<file path="src/rtl/sort_pkg.sv">
// sort_pkg: shared sizing, pad value, frame type and collector FSM states for the max-sort pipeline.
//   M       samples per frame (slots in a sort frame)
//   N       sample width in bits
//   CNT_W   width of a frame's real-sample count (0..M)
//   PAD_VAL minimum sample value, so padding never wins a max sort
package sort_pkg;

    localparam int M = 8;
    localparam int N = 16;
    localparam int CNT_W = $clog2(M + 1);
    localparam logic [N-1:0] PAD_VAL = '0;

    typedef logic [M-1:0][N-1:0] frame_t;

    typedef enum logic {
        FILL = 1'b0,
        HOLD = 1'b1
    } state_e;

endpackage

</file>
<file path="src/rtl/sort_frame_collector.sv">
// sort_frame_collector: packs a serial valid/ready sample stream into padded M-slot frames for the sort stage.
//   clk, rst_n        clock, asynchronous active-low reset
//   s_valid/s_ready   upstream sample handshake; s_data sample, s_last closes the frame early
//   o_chi             frame, slot k holds the k-th accepted sample, unused slots hold PAD_VAL
//   o_count           number of real samples in o_chi (1..M)
//   o_valid/o_ready   downstream frame handshake; o_chi/o_count hold while o_valid && !o_ready
module sort_frame_collector #(
    parameter int M = sort_pkg::M,
    parameter int N = sort_pkg::N,
    parameter logic [N-1:0] PAD_VAL = N'(sort_pkg::PAD_VAL)
) (
    input  logic                      clk,
    input  logic                      rst_n,
    input  logic                      s_valid,
    output logic                      s_ready,
    input  logic [N-1:0]              s_data,
    input  logic                      s_last,
    output logic [M-1:0][N-1:0]       o_chi,
    output logic [$clog2(M+1)-1:0]    o_count,
    output logic                      o_valid,
    input  logic                      o_ready
);

    import sort_pkg::*;

    localparam int IW = $clog2(M);
    localparam int CW = $clog2(M + 1);

    state_e                state_q, state_d;
    logic [IW-1:0]         wr_idx_q, wr_idx_d;
    logic [M-1:0][N-1:0]   fill_q, fill_d, merged;
    logic [M-1:0][N-1:0]   chi_q, chi_d;
    logic [CW-1:0]         cnt_q, cnt_d, pend_q, pend_d;
    logic                  vld_q, vld_d;
    logic                  accept, done, slot_free;
    logic [CW-1:0]         cur_cnt;

    assign accept    = s_valid && s_ready;
    assign done      = accept && (s_last || wr_idx_q == IW'(M - 1));
    assign slot_free = !vld_q || o_ready;
    assign cur_cnt   = CW'(wr_idx_q) + CW'(1);

    // fill buffer with the sample being accepted this cycle already in place
    always_comb begin
        merged = fill_q;
        merged[wr_idx_q] = s_data;
    end

    always_ff @(posedge clk or negedge rst_n) begin
        if (!rst_n) state_q <= FILL;
        else        state_q <= state_d;
    end

    // a completed frame parks in the fill buffer (HOLD) only when the output register is still occupied
    always_comb begin
        state_d = (state_q == FILL) ? ((done && !slot_free) ? HOLD : FILL)
                                    : (slot_free ? FILL : HOLD);
    end

    always_comb begin
        s_ready = (state_q == FILL) && rst_n;
    end

    always_comb begin
        wr_idx_d = wr_idx_q;
        fill_d   = fill_q;
        chi_d    = chi_q;
        cnt_d    = cnt_q;
        pend_d   = pend_q;
        // a handshake clears valid unless a new frame is loaded on the same edge below
        vld_d    = vld_q && !o_ready;
        if (state_q == HOLD) begin
            if (slot_free) begin
                chi_d    = fill_q;
                cnt_d    = pend_q;
                vld_d    = 1'b1;
                fill_d   = {M{PAD_VAL}};
                wr_idx_d = '0;
            end
        end else if (done) begin
            if (slot_free) begin
                chi_d    = merged;
                cnt_d    = cur_cnt;
                vld_d    = 1'b1;
                fill_d   = {M{PAD_VAL}};
                wr_idx_d = '0;
            end else begin
                fill_d   = merged;
                pend_d   = cur_cnt;
            end
        end else if (accept) begin
            fill_d   = merged;
            wr_idx_d = wr_idx_q + IW'(1);
        end
    end

    always_ff @(posedge clk or negedge rst_n) begin
        if (!rst_n) begin
            wr_idx_q <= '0;
            fill_q   <= {M{PAD_VAL}};
            chi_q    <= {M{PAD_VAL}};
            cnt_q    <= '0;
            pend_q   <= '0;
            vld_q    <= 1'b0;
        end else begin
            wr_idx_q <= wr_idx_d;
            fill_q   <= fill_d;
            chi_q    <= chi_d;
            cnt_q    <= cnt_d;
            pend_q   <= pend_d;
            vld_q    <= vld_d;
        end
    end

    assign o_chi   = chi_q;
    assign o_count = cnt_q;
    assign o_valid = vld_q;

endmodule

</file>
<file path="config.mk">
export PLATFORM = sky130hd
export DESIGN_NAME = sort_frame_collector
export DESIGN_NICKNAME = d
export VERILOG_FILES = /design/src/rtl/sort_pkg.sv /design/src/rtl/sort_frame_collector.sv
export SDC_FILE = /design/constraint.sdc
export NUM_CORES = 1
export LEC_CHECK = 0
export ABC_AREA = 1
export CAP_MARGIN = 20
export CORE_MARGIN = 10
export CORE_UTILIZATION = 40
export CTS_CLUSTER_SIZE = 30
export DETAILED_ROUTE_END_ITERATION = 10
export SYNTH_ARGS = -nofsm -noshare
export SYNTH_HDL_FRONTEND = slang
export SYNTH_SLANG_ARGS = --single-unit
</file>
<file path="constraint.sdc">
create_clock -name clk -period 3.2 [get_ports clk]
set_input_delay 0.32 -clock clk [delete_from_list [all_inputs] [get_ports clk]]
set_output_delay 0.32 -clock clk [all_outputs]
set_load 0.01 [all_outputs]
</file>
**After elaboration in Yosys (flattened, before gate mapping)**

Cells that the tools add are included.

- Order comparisons: 2
- Bitwise logic cells: 2
- Reduce and logical (&&, ||, !) cells: 16
- Add/sub/neg operators: 2
- Muxes and demuxes: 26
- Eq/ne operators: 2

Operators by type and width:

| cell | count |
|---|---|
| $mux W128 | 9 |
| $bwmux W128 | 1 |
| $demux W16 S3 | 1 |
| $mux W16 | 1 |
| $mux W4 | 4 |
| $mux W3 | 4 |
| $logic_and A1 B1 Y1 | 6 |
| $mux W1 | 6 |
| $add A3 B1 Y4 const B | 1 |
| $lt A3 B4 Y1 const B | 1 |
| $reduce_and A2 Y1 | 2 |
| $add A3 B1 Y3 const B | 1 |
| $eq A3 B3 Y1 const B | 1 |
| $ge A3 B1 Y1 const B | 1 |
| $logic_not A1 Y1 | 3 |
| $reduce_and A3 Y1 | 1 |
| $reduce_bool A3 Y1 | 1 |
| $logic_or A1 B1 Y1 | 2 |
| $ne A2 B1 Y1 const B | 1 |
| $not A1 Y1 | 2 |
| $reduce_bool A2 Y1 | 1 |

- Output and inout port bits: 134
- Logic and storage cells: 71
- Bits of input ports: 21
- Register bits: 269

**Logic depth before layout (Yosys ltp)**

- Depth after elaboration: 8
- Gate-level depth with buffers: 11
- Depth with buffers taken out: 9

**Worst setup path after synthesis**

Ideal clock, no wire load.

- Kind: reg-to-reg
- Start: reg wr_idx_q[0]
- End: reg chi_q, in the netlist o_chi[100]
- Buffers on the path: 1
- Data required time: 3134 ps
- Setup time: 66 ps
- Arrival time: 1623 ps
- Period minus slack after synthesis: 1688 ps
- Stages on the path, launching flop included: 11
- Path slack: 1512 ps
- Path through: dfrtp_1 ha_1 ha_1 nor2_1 nor2_2 nand2_1 nand2_2 inv_2 clkbuf_1 nand2_1 nand2_1

- Word-level cells in the longest chain between the ends: 8
- Elaborated cells on any way between the ends: 14
- Those cells by class: 2 x order compare; 1 x eq/ne; 6 x mux; 5 x reduce/logical

Ends and longest elaborated chain:

| element | line | RTL |
|---|---|---|
| start: declaration | sort_frame_collector.sv:30 | `logic [IW-1:0] wr_idx_q, wr_idx_d;` |
| start signal: assignment | sort_frame_collector.sv:106 | `wr_idx_q <= wr_idx_d;` |
| $lt A3 B4 Y1 (implied by the code) or $ge A3 B1 Y1 (tied branches) | sort_frame_collector.sv:46 | `merged[wr_idx_q] = s_data;` |
| $logic_and A1 B1 Y1 (implied by the code) | sort_frame_collector.sv:46 |  |
| $mux W16 (implied by the code) | sort_frame_collector.sv:46 |  |
| $demux W16 S3 | sort_frame_collector.sv:46 |  |
| $bwmux W128 | sort_frame_collector.sv:46 |  |
| $mux W128 | sort_frame_collector.sv:81 | `if (slot_free) begin` |
| $mux W128 | sort_frame_collector.sv:80 | `end else if (done) begin` |
| $mux W128 | sort_frame_collector.sv:72 | `if (state_q == HOLD) begin` |
| end signal: assignment | sort_frame_collector.sv:101 | `chi_q <= {M{PAD_VAL}};` |
| end signal: assignment | sort_frame_collector.sv:108 | `chi_q <= chi_d;` |
| end: declaration | sort_frame_collector.sv:32 | `logic [M-1:0][N-1:0] chi_q, chi_d;` |

Parallel ways exist; a longest one is shown, timed or not. The select of a mux whose other input is x is not followed.
A chain may end at the register's enable or synchronous reset.

**Final worst setup path**

- Start: reg state_q
- End: reg chi_q, in the netlist o_chi[83]

- Word-level cells in the longest chain between the ends: 6
- Elaborated cells on any way between the ends: 7
- Those cells by class: 1 x mux; 1 x bitwise; 5 x reduce/logical

Ends and longest elaborated chain:

| element | line | RTL |
|---|---|---|
| start: declaration | sort_frame_collector.sv:29 | `state_e state_q, state_d;` |
| start signal: assignment | sort_frame_collector.sv:51 | `else state_q <= state_d;` |
| $not A1 Y1 (no source line) | -- |  |
| $logic_and A1 B1 Y1 | sort_frame_collector.sv:61 | `s_ready = (state_q == FILL) && rst_n;` |
| $logic_and A1 B1 Y1 | sort_frame_collector.sv:38 | `assign accept = s_valid && s_ready;` |
| $logic_and A1 B1 Y1 | sort_frame_collector.sv:39 | `assign done = accept && (s_last \|\| wr_idx_q == IW'(M - 1));` |
| $reduce_bool A2 Y1 (no source line) | -- |  |
| $reduce_and A2 Y1 (no source line) | -- |  |

Parallel ways exist; a longest one is shown, timed or not.

==> flow_summary.ini <==
[outcome]
outcome = complete, no violations

[drt]
vias = 11900
wl_per_cell_um = 17.7
detail-route-antenna-nets = 0
drt-initial-drc-count = 1264
drcViolationCount = 0
drt-pass1-iter-count = 6
viasPerCell = 5.15
wl_mm = 40.8

[cts]
cts_max_level = 1
clock_latency_ns = 0.56
cts_resized = 0
cts_tree = done
cts_sinks = 269
cts-root-buf = clkbuf_16
clock_path_buffers = 3
cts_buffers = 29
cts.clk_slew.worst_paths_ns = 0.07

[critical_path]
cp_slowest_stage_delay_ns = 0.44
rr_worst_depth = 8
worstSetupStartpoint = state_q
crit_type = flop to flop
crit_path_end_kind = flop
crit_arrival_ns = 2.92
critPathLaunchType = flop
crit_path_top_delay_cell = dfrtp_2
crit_path_max_fanout = 132
required_ns = 3.69
crit_path_frequent_cell = nand2_1
crit_chain = inv_4, nand3_2, nor2_2, nand2_1, nand2_4, buf_12, nand2_1, nand2_1
reg2reg_from = state_q

[global_routing]
grt_pass1_vias = 11800
grt_pass1_wl_mm = 65.4
grtUsageTotal = 0.196
antenna_found_initial = 0
grt_max_degree = 140
overflow = 0

[power_and_ir_drop]
static-leakage-power_nw = 8.21
clockPowerShare = 0.210
vdd_drop_max_mv = 0.438
power_frac_seq = 0.352
power.internal_w = 0.00989
switching_share = 0.391
switchingPower_w = 0.00634
power_density_mw_per_mm2 = 1020
comb_power_share = 0.438

[synth]
yosysWarningCount = 0
synth_top_area_frac = 0.514
ys_ff_latch = 269
syn-num-nets = 1774
ys_seq_area_frac = 0.514
synthCells = 1751
syn_area_mm2 = 0.0131
syn_avg_cell_area_um2 = 7.48
synth_area_leaders = dfrtp_1 51%, nand2_1 22%, nand3_1 8.8%
yosysTopAreaCell = dfrtp_1
synthDistinctLibCells = 22

[placed_design]
place_hpwl_mm = 24.4
port_buffers = 154
gp_congestion = 0.795
place_area_mm2 = 0.0149

[sta]
fin_hold_ws_ns = 0.239
grt_setup_unrepaired = false
timing.fmax_mhz = 411
max-slew-margin-rel = 0.384
finalCritPeriodShare = 0.761
clock_skew_ns = 0.0168
fin_setup_tns_ns = 0
drv_slew = 0
period_needed_ns = 2.43
worst_pin_slew_ns = 0.924
setup_viol = 0
hold_viol = 0

[final_layout]
syn_to_final_growth_pct = 21.4
antenna_cells = 0
fin_area_mm2 = 0.0159
finish.utilization = 0.490
fin_nets = 1866
drive_above_1_share = 0.0483

[run]
cap_violations = 0

[min_path]
hold_path_class = input port to asynchronous set/reset pin

[floorplan]
fp.dieH_um = 201
rows = 66
initial_utilization = 0.404
die_area_mm2 = 0.0404
fp.dieW_um = 201
io_pins = 155
core-area_mm2 = 0.0325
-- cell usage in the layout, fill, tap and decap left out, drive strengths merged --
cell type	instances
clkinvlp	2
bufinv	3
dlygate4sd3	1
nor3	1
ha	2
clkdlybuf4s50	153
dfrtp	269
clkinv	9
nand2	769
inv	156
or2	2
nand3	232
o21ai	89
buf	24
clkbuf	36
nand4	1
o22ai	96
nor2	17
-- state kept, by name, summed over array words and instances (netlist names) --
signal	cells
state_q	1
fill_q	128
pend_q	4
o_count	4
o_valid	1
wr_idx_q	3
o_chi	128
-- metrics by stage --
step / cells / setup WS (ns) / power (W)
6_report: 2304 / 0.765 / 0.0162
3_3_place_gp: 2253 / 0.816 / 0.0127
3_5_place_dp: 2253 / 0.805 / 0.0129
2_1_floorplan: 1751 / 1.51 / 0.0100
5_1_grt: 2304 / 0.621 / 0.0176
4_1_cts: 2304 / 0.803 / 0.0164
-- per-layer routing --
| layer | vias up | track usage | share of wire |
|---|---|---|---|
| li1 | 5749 | - | - |
| met1 | 5729 | 0.268 | 0.45 |
| met2 | 349 | 0.316 | 0.47 |
| met3 | 50 | 0.0350 | 0.063 |
| met4 | 0 | 0.0457 | 0.017 |
| met5 | - | 0 | 0 |
-- synth_stat cells --
master	instances
buf_1	11
buf_2	68
buf_4	3
buf_6	1
clkbuf_1	34
dfrtp_1	269
ha_1	2
inv_1	153
inv_2	3
nand2_1	767
nand2_2	2
nand3_1	230
nand3_2	2
nand4_1	1
nor2_1	12
nor2_2	4
nor2_4	1
nor3_1	1
o21ai_0	65
o21ai_1	24
o22ai_1	96
or2_2	2
-- power groups by stage --
| stage | Clock [W] | Sequential, W | Combinational, W |
|---|---|---|---|
| final | 0.00340 | 0.00572 | 0.00711 |
| after detailed placement | 0 | 0.00576 | 0.00712 |
| after floorplan | 0 | 0.00592 | 0.00412 |
| after global routing | 0.00363 | 0.00590 | 0.00803 |
| after global placement | 0 | 0.00573 | 0.00697 |
| after CTS | 0.00348 | 0.00573 | 0.00717 |
-- cells by family (layout without fill, tap and decap cells) --
| logic type | Yosys count | in the layout | share of synthesized area |
|---|---|---|---|
| AND/OR/NAND/NOR | 1022 | 1022 | 0.318 |
| buffers and inverters | 273 | 384 | 0.0862 |
| flip-flops | 269 | 269 | 0.514 |
| AO/OA/AOI/OAI | 185 | 185 | 0.0799 |
| adder cells (fa/ha/maj) | 2 | 2 | 0.00191 |
-- area by class of cell --
class / count / area (um2)
clock inverter: 14 / 161
inverter: 156 / 591
tap: 442 / 553
timing repair buffer: 178 / 1800
sequential: 269 / 6730
multi-input combinational: 1209 / 5260
clock buffer: 36 / 792
fill: 3193 / 16600
-- worst max-delay path, delay by kind of cell (launching register included) --
family                 cells  cell delay (ns)
buffers and inverters      2             0.77
DFF                        1             0.44
and+or+nand+nor            6             0.97
-- path summary, 6_finish.rpt --
| kind | end | slack [ns] |
|---|---|---|
| setup reg to reg | o_chi[83] | 0.77 |
| hold / removal | o_chi[7] | 0.24 |
| hold reg to reg | o_chi[29] | 0.48 |
| max in group asynchronous | state_q | 1.30 |
| min in group clk | o_chi[29] | 0.48 |
| setup / recovery | o_chi[83] | 0.77 |
-- timing repair --
item	4_1_cts	5_1_grt
endpoints found under the setup margin	0	0
setup buffers	0	0
hold endpoints to repair	36	0
hold buffers	1	0
No activity file was read; power rests on OpenSTA's default activity.
